[src/rtl/instr_decode_ctrl.sv]
// Instruction decode controller: accepts one instruction, decodes it,
// holds control fields through a stallable EXEC phase, then writes back.
module instr_decode_ctrl #(
  parameter int unsigned EXEC_CYCLES = 3
) (
  input  logic        CLK,
  input  logic        reset,
  input  logic        instrValid,
  input  logic [15:0] instr,
  input  logic        stall,
  output logic        instrReady,
  output logic [2:0]  ALUOp,
  output logic        ALUSrcB,
  output logic [11:0] din,
  output logic [1:0]  numBits,
  output logic [1:0]  immShift,
  output logic [3:0]  rsAddr,
  output logic [3:0]  rtAddr,
  output logic [3:0]  rdAddr,
  output logic        regWrite,
  output logic        illegalInstr,
  output logic [15:0] retired
);

  typedef enum logic [1:0] {
    IDLE,
    DECODE,
    EXEC,
    WB
  } state_e;

  localparam logic [3:0] CNT_LOAD = 4'(EXEC_CYCLES - 1);

  state_e      state_q, state_d;
  logic [15:0] instr_q;
  logic [3:0]  cnt_q;
  logic        ready_q;
  logic        illegal_q;
  logic [15:0] retired_q;
  logic [2:0]  alu_q;
  logic        srcb_q;
  logic [11:0] din_q;
  logic [1:0]  nb_q;
  logic [1:0]  sh_q;
  logic [3:0]  rs_q, rt_q, rd_q;

  logic [3:0]  op;
  logic        dec_legal;
  logic [2:0]  dec_alu;
  logic        dec_srcb;
  logic [1:0]  dec_nb;
  logic [1:0]  dec_sh;
  logic        accept;

  assign op     = instr_q[15:12];
  assign accept = instrValid && ready_q;

  always_comb begin
    dec_legal = 1'b1;
    dec_alu   = 3'b000;
    dec_srcb  = 1'b0;
    dec_nb    = 2'b00;
    dec_sh    = 2'b00;
    unique case (1'b1)
      (op == 4'h1): dec_alu = 3'b000;
      (op == 4'h2): dec_alu = 3'b001;
      (op == 4'h3): dec_alu = 3'b010;
      (op == 4'h4): dec_alu = 3'b011;
      (op == 4'h5): dec_alu = 3'b100;
      (op == 4'h6): dec_srcb = 1'b1;
      (op == 4'h7): begin
        dec_alu  = 3'b101;
        dec_srcb = 1'b1;
        dec_nb   = 2'b01;
        dec_sh   = 2'b10;
      end
      default: dec_legal = 1'b0;
    endcase
  end

  always_comb begin
    state_d = state_q;
    unique case (state_q)
      IDLE:    if (accept) state_d = DECODE;
      DECODE:  state_d = dec_legal ? EXEC : IDLE;
      EXEC:    if (!stall && cnt_q == 4'd0) state_d = WB;
      WB:      state_d = IDLE;
      default: state_d = IDLE;
    endcase
  end

  always_ff @(posedge CLK or negedge reset) begin
    if (!reset) begin
      state_q   <= IDLE;
      instr_q   <= '0;
      cnt_q     <= '0;
      ready_q   <= 1'b0;
      illegal_q <= 1'b0;
      retired_q <= '0;
      alu_q     <= '0;
      srcb_q    <= 1'b0;
      din_q     <= '0;
      nb_q      <= '0;
      sh_q      <= '0;
      rs_q      <= '0;
      rt_q      <= '0;
      rd_q      <= '0;
    end else begin
      state_q   <= state_d;
      ready_q   <= (state_d == IDLE);
      illegal_q <= 1'b0;
      if (accept) instr_q <= instr;
      if (state_q == DECODE) begin
        cnt_q     <= CNT_LOAD;
        illegal_q <= op[3];
        // NOP and illegal opcodes leave the previous fields in place
        if (dec_legal) begin
          alu_q  <= dec_alu;
          srcb_q <= dec_srcb;
          nb_q   <= dec_nb;
          sh_q   <= dec_sh;
          din_q  <= instr_q[11:0];
          rd_q   <= instr_q[11:8];
          rs_q   <= instr_q[7:4];
          rt_q   <= instr_q[3:0];
        end
      end
      if (state_q == EXEC && !stall && cnt_q != 4'd0)
        cnt_q <= cnt_q - 4'd1;
      if (state_q == WB) retired_q <= retired_q + 16'd1;
    end
  end

  assign instrReady   = ready_q;
  assign ALUOp        = alu_q;
  assign ALUSrcB      = srcb_q;
  assign din          = din_q;
  assign numBits      = nb_q;
  assign immShift     = sh_q;
  assign rsAddr       = rs_q;
  assign rtAddr       = rt_q;
  assign rdAddr       = rd_q;
  assign regWrite     = (state_q == WB);
  assign illegalInstr = illegal_q;
  assign retired      = retired_q;

endmodule

[config.mk]
export PLATFORM = sky130hd
export DESIGN_NAME = instr_decode_ctrl
export DESIGN_NICKNAME = d
export VERILOG_FILES = /design/src/rtl/instr_decode_ctrl.sv
export SDC_FILE = /design/constraint.sdc
export NUM_CORES = 1
export LEC_CHECK = 0
export ABC_AREA = 0
export ABC_CLOCK_PERIOD_IN_PS = 1940
export BUFFER_PORTS_ARGS = -buffer_cell sky130_fd_sc_hd__buf_2
export CAP_MARGIN = 40
export CORE_MARGIN = 4
export CORE_UTILIZATION = 25
export CTS_CLUSTER_DIAMETER = 200
export CTS_CLUSTER_SIZE = 10
export DETAILED_ROUTE_END_ITERATION = 10
export GPL_TIMING_DRIVEN = 0
export SKIP_LAST_GASP = 1
export SYNTH_ARGS = -nofsm -noshare
export SYNTH_HDL_FRONTEND = slang
export SYNTH_SLANG_ARGS = --single-unit
[constraint.sdc]
create_clock -name CLK -period 1.94 [get_ports CLK]
set_clock_uncertainty 0.15 [all_clocks]
set_input_delay 0.485 -clock CLK [delete_from_list [all_inputs] [get_ports CLK]]
set_output_delay 0.485 -clock CLK [all_outputs]
set_load 0.02 [all_outputs]
# Word-level counts from Yosys, hierarchy flattened
# Cells that the tools add are included.
dict set report word_totals {
  regBits 72
  input_bits 20
  out_inout_bits 51
  elab_cells 51
}
dict set report op_classes {
  addsub 2
  eq_ne 10
  muxes 12
  n_reduce_logical 13
}
# operator n
set ops {}
lappend ops {{adder 16 x 1 -> 16 bit (second input constant)} 1}
lappend ops {{== test 4 x 3 -> 1 bit (second input constant)} 4}
lappend ops {{case mux 3 bit (5 select lines)} 1}
lappend ops {{== test 4 x 2 -> 1 bit (second input constant)} 2}
lappend ops {{two-way mux 2 bit} 4}
lappend ops {{two-way mux 4 bit} 2}
lappend ops {{case mux 2 bit (4 select lines)} 1}
lappend ops {{OR reduction 7 bit} 1}
lappend ops {{== test 2 bit (second input constant)} 2}
lappend ops {{== test 4 x 1 -> 1 bit (second input constant)} 1}
lappend ops {{logical AND 1 bit} 4}
lappend ops {{logical NOT 2 bit} 2}
lappend ops {{logical NOT 4 bit} 1}
lappend ops {{two-way mux 1 bit} 4}
lappend ops {{nonzero test 4 bit} 1}
lappend ops {{subtractor 4 x 1 -> 4 bit (second input constant)} 1}
lappend ops {{== test 2 x 1 -> 1 bit (second input constant)} 1}
lappend ops {{AND reduction 2 bit} 1}
lappend ops {{nonzero test 2 bit} 1}
lappend ops {{OR reduction 2 bit} 1}
lappend ops {{logical NOT 1 bit} 1}

# Depth between registers and ports, before layout
dict set report logic_depth {
  depth_word 6
  ltp_mapped 7
  depth_no_buf 6
}

# Worst setup path before layout
# Ideal clock, no wire load.
dict set report synth_path {
  kind {reg2reg}
  startpoint {register cnt_q[0]}
  endpoint {register cnt_q[2]}
  setup_time_ns 0.120
  t_arrival_ns 1.413
  required_ns 1.670
  setup_slack_ns 0.258
  path_stages_with_launch 7
  n_path_buf 0
  synth_period_minus_slack_ns 1.682
  cell_sequence {dfrtp_1 inv_1 ha_1 nor3b_1 or4b_1 xor2_1 nor2_1}
}
dict set report synth_via {
  elab_chain_len 3
  elab_cells_between_ends 5
  cone_classes {add/sub: 1; mux: 1; reduce/logical: 3}
}
# element line
set synth_lines {}
lappend synth_lines {{start, declared} 36} ;# logic [3:0] cnt_q;
lappend synth_lines {{start signal, assigned} 129} ;# cnt_q <= cnt_q - 4'd1;
lappend synth_lines {{branches (longest 3 deep; another with subtractor 4 x 1 -> 4 bit)} --}
# Several ways; the timed one is not identified.
# A chain may end at the register's enable or synchronous reset.

# Worst setup path in the final report
dict set report layout_path {
  startpoint {register state_q[1]}
  endpoint {output regWrite}
}
dict set report layout_via {
  elab_chain_len 1
}
# element line
set layout_lines {}
lappend layout_lines {{start, declared} 34} ;# state_e state_q, state_d;
lappend layout_lines {{start signal, assigned} 109} ;# state_q <= state_d;
lappend layout_lines {{== test 2 bit} 143} ;# assign regWrite = (state_q == WB);
lappend layout_lines {{end, declared} 20} ;# output logic regWrite,
# No other way between the ends.

==> flow_summary.yaml <==
timing:
  rsz0062_at_grt: "no"
  tightest_slew_ns: 0.691
  drv_slew: 0
  finalSetupViolations: 0
  period_share: 0.949
  setup_ws_ns: 0.0994
  holdWs_ns: 0.0286
  tns_ns: 0
  hold_viol: 0
  fin_crit_ns: 1.84
  slew_headroom: 0.539
  fmax_ghz: 0.543
detailed_routing:
  vias: 1734
  ant_nets: 0
  drtIter0Drc: 67
  drc: 0
  drtPass1Iterations: 3
  routed_wl_mm: 5.19
  detail_route.wl_per_cell_um: 12.4
  viasPerCell: 4.15
clock_network:
  clkTransAtPathRegs_ns: 0.08
  cts_sinks: 57
  post_cts_buffers: 0
  cts_hold_buf: 0
  cts_tree: "built"
  cts-buffers-inserted: 9
  clock_path_buffers: 2
  ctsHtreeMaxLevel: 3
  clockRootBuffer: "clkbuf_8"
  postCtsResizedCells: 1
  clkLatencyLatePin_ns: 0.34
floorplanning:
  core-area_um2: 9860
  row_count: 36
  die_w_um: 109
  die-area_um2: 11900
  initial_core_util: 0.259
  io_pins: 71
  fp.dieH_um: 109
global_route:
  groute.usage.overall: 0.0933
  grt_max_degree: 30
  overflow: 0
  grt_pass1_vias: 1730
  grt_pass1_wl_mm: 8.42
  grt_antenna_before_repair: 1
power_and_ir_drop:
  p_leak_nw: 1.65
  vdd_drop_max_mv: 0.581
  p_per_area_nw_per_um2: 1600
yosys:
  synth_ff_type: "dfrtp_1"
  synthesis.area_um2: 2550
  async_flop_share: 1.00
  synth_edf_count: 0
  syn_area_per_cell_um2: 12.8
  ys_warn_count: 0
  synth_seq_cells: 57
  postSynthCellCount: 200
  synth.yosys.seq_area_share: 0.558
  synth.distinct_cells: 38
final_layout:
  layout_commonest_cell: "buf_2"
  regArea_um2: 1430
  syn_to_final_growth_pct: 29.6
  final_cell_mix: "buf_2, dfrtp_1, mux2_2, buf_4, xnor2_1"
  final_area_um2: 3310
  drive_above_1_share: 0.505
  nNetsFinal: 303
  final_cells: 418
  diodes: 0
  fillCellCount: 988
  multiInputGateArea_um2: 943
place:
  placed_cell_area_um2: 3090
  dpl_worst_slack_ns: 0.0206
  gp_congestion: 0.682
  dp_hpwl_mm: 3.80
  dp_cells: 403
  portBuffers: 68
worst_setup_path:
  critPathRequiredTime_ns: 1.30
  crit_start: "state_q[1]"
  endpoint_kind: "output pin"
  worstReg2RegStart: "cnt_q[0]"
  reg2reg_depth: 6
  start_kind: "flip-flop"
  r2r_setup_slack_ns: 0.14
  critPathArrivalTime_ns: 1.21
  r2r_end: "cnt_q[2]"
  crit_type: "reg2out"
  critical_path.endpoint: "regWrite"
  worstPathMaxFanout: 7
run_status:
  status: "complete, no violations"
min_path:
  min_path_type: "in2async"
flow_run:
  max-cap-violations: 0
[registers in the layout, indices dropped and copies added (netlist names), 2 cells and up]
signal	cells
retired	16
cnt_q	4
ALUOp	3
din	12
state_q	2
instr_q	16
[cell type report]
class	instances	share of cell area
tap	133	0.0502
clock buffer	9	0.0374
buffer	23	0.0506
clock inverter	7	0.0310
multi-input combinational	115	0.285
sequential	57	0.431
timing repair buffer	69	0.109
inverter	5	0.00567
[where the power goes]
| part | internal, W | switching (W) |
|---|---|---|
| combinational | 0.00102 | 0.00107 |
| sequential | 0.00164 | 0.000313 |
| clock | 0.000733 | 0.000525 |
| total | 0.00339 | 0.00191 |
[cell usage after synthesis (2+ instances only)]
cell | n | share of area
a21oi_1 | 4 | 0.0078
and2_1 | 6 | 0.015
and4_1 | 2 | 0.0069
buf_2 | 5 | 0.0098
buf_4 | 16 | 0.047
buf_6 | 2 | 0.0088
dfrtp_1 | 57 | 0.56
ha_1 | 3 | 0.015
inv_1 | 5 | 0.0073
mux2_2 | 21 | 0.093
mux2_4 | 8 | 0.047
mux2i_1 | 2 | 0.0078
nand2_1 | 8 | 0.012
nand2b_1 | 4 | 0.0098
nand3_1 | 7 | 0.014
nand4_1 | 4 | 0.0098
nor2_1 | 7 | 0.010
nor3_1 | 2 | 0.0039
o21ai_0 | 3 | 0.0059
xnor2_1 | 12 | 0.041
xor2_1 | 5 | 0.017
[critical path, stage by stage (launching register included)]
cell and delay (ns):
dfrtp_2 0.47, and2_2 0.23, buf_2 0.17
[worst min-delay path by stage]
stage,depth (start not counted),endpoint
after floorplan,0,ALUOp[0]
after global placement,1,retired[15]
after detailed placement,1,retired[15]
after CTS,1,retired[7]
after global routing,1,retired[7]
final,1,retired[7]
[per-stage QoR]
step                       util  total power (W)
after detailed placement  0.313          0.00411
final                     0.336          0.00530
after CTS                 0.335          0.00541
after floorplan               -          0.00347
after global placement    0.311          0.00404
after global routing      0.336          0.00569
[logic make-up after synthesis]
kind of cell	after synthesis	synth area share
flip-flops	57	0.558
AND/OR/NAND/NOR	49	0.110
multiplexers	31	0.147
buffers and inverters	29	0.0744
XOR/XNOR	17	0.0583
AO/OA/AOI/OAI	13	0.0358
adder cells (fa/ha/maj)	3	0.0147
other	1	0.00147
[routing by layer]
| layer | track usage | part of all wire | up-vias |
|---|---|---|---|
| li1 | - | - | 829 |
| met1 | 0.110 | 0.44 | 831 |
| met2 | 0.149 | 0.46 | 58 |
| met3 | 0.0385 | 0.080 | 14 |
| met4 | 0.0406 | 0.020 | 2 |
| met5 | 0 | 0.0039 | - |
Power figures use the tool's default switching activity.
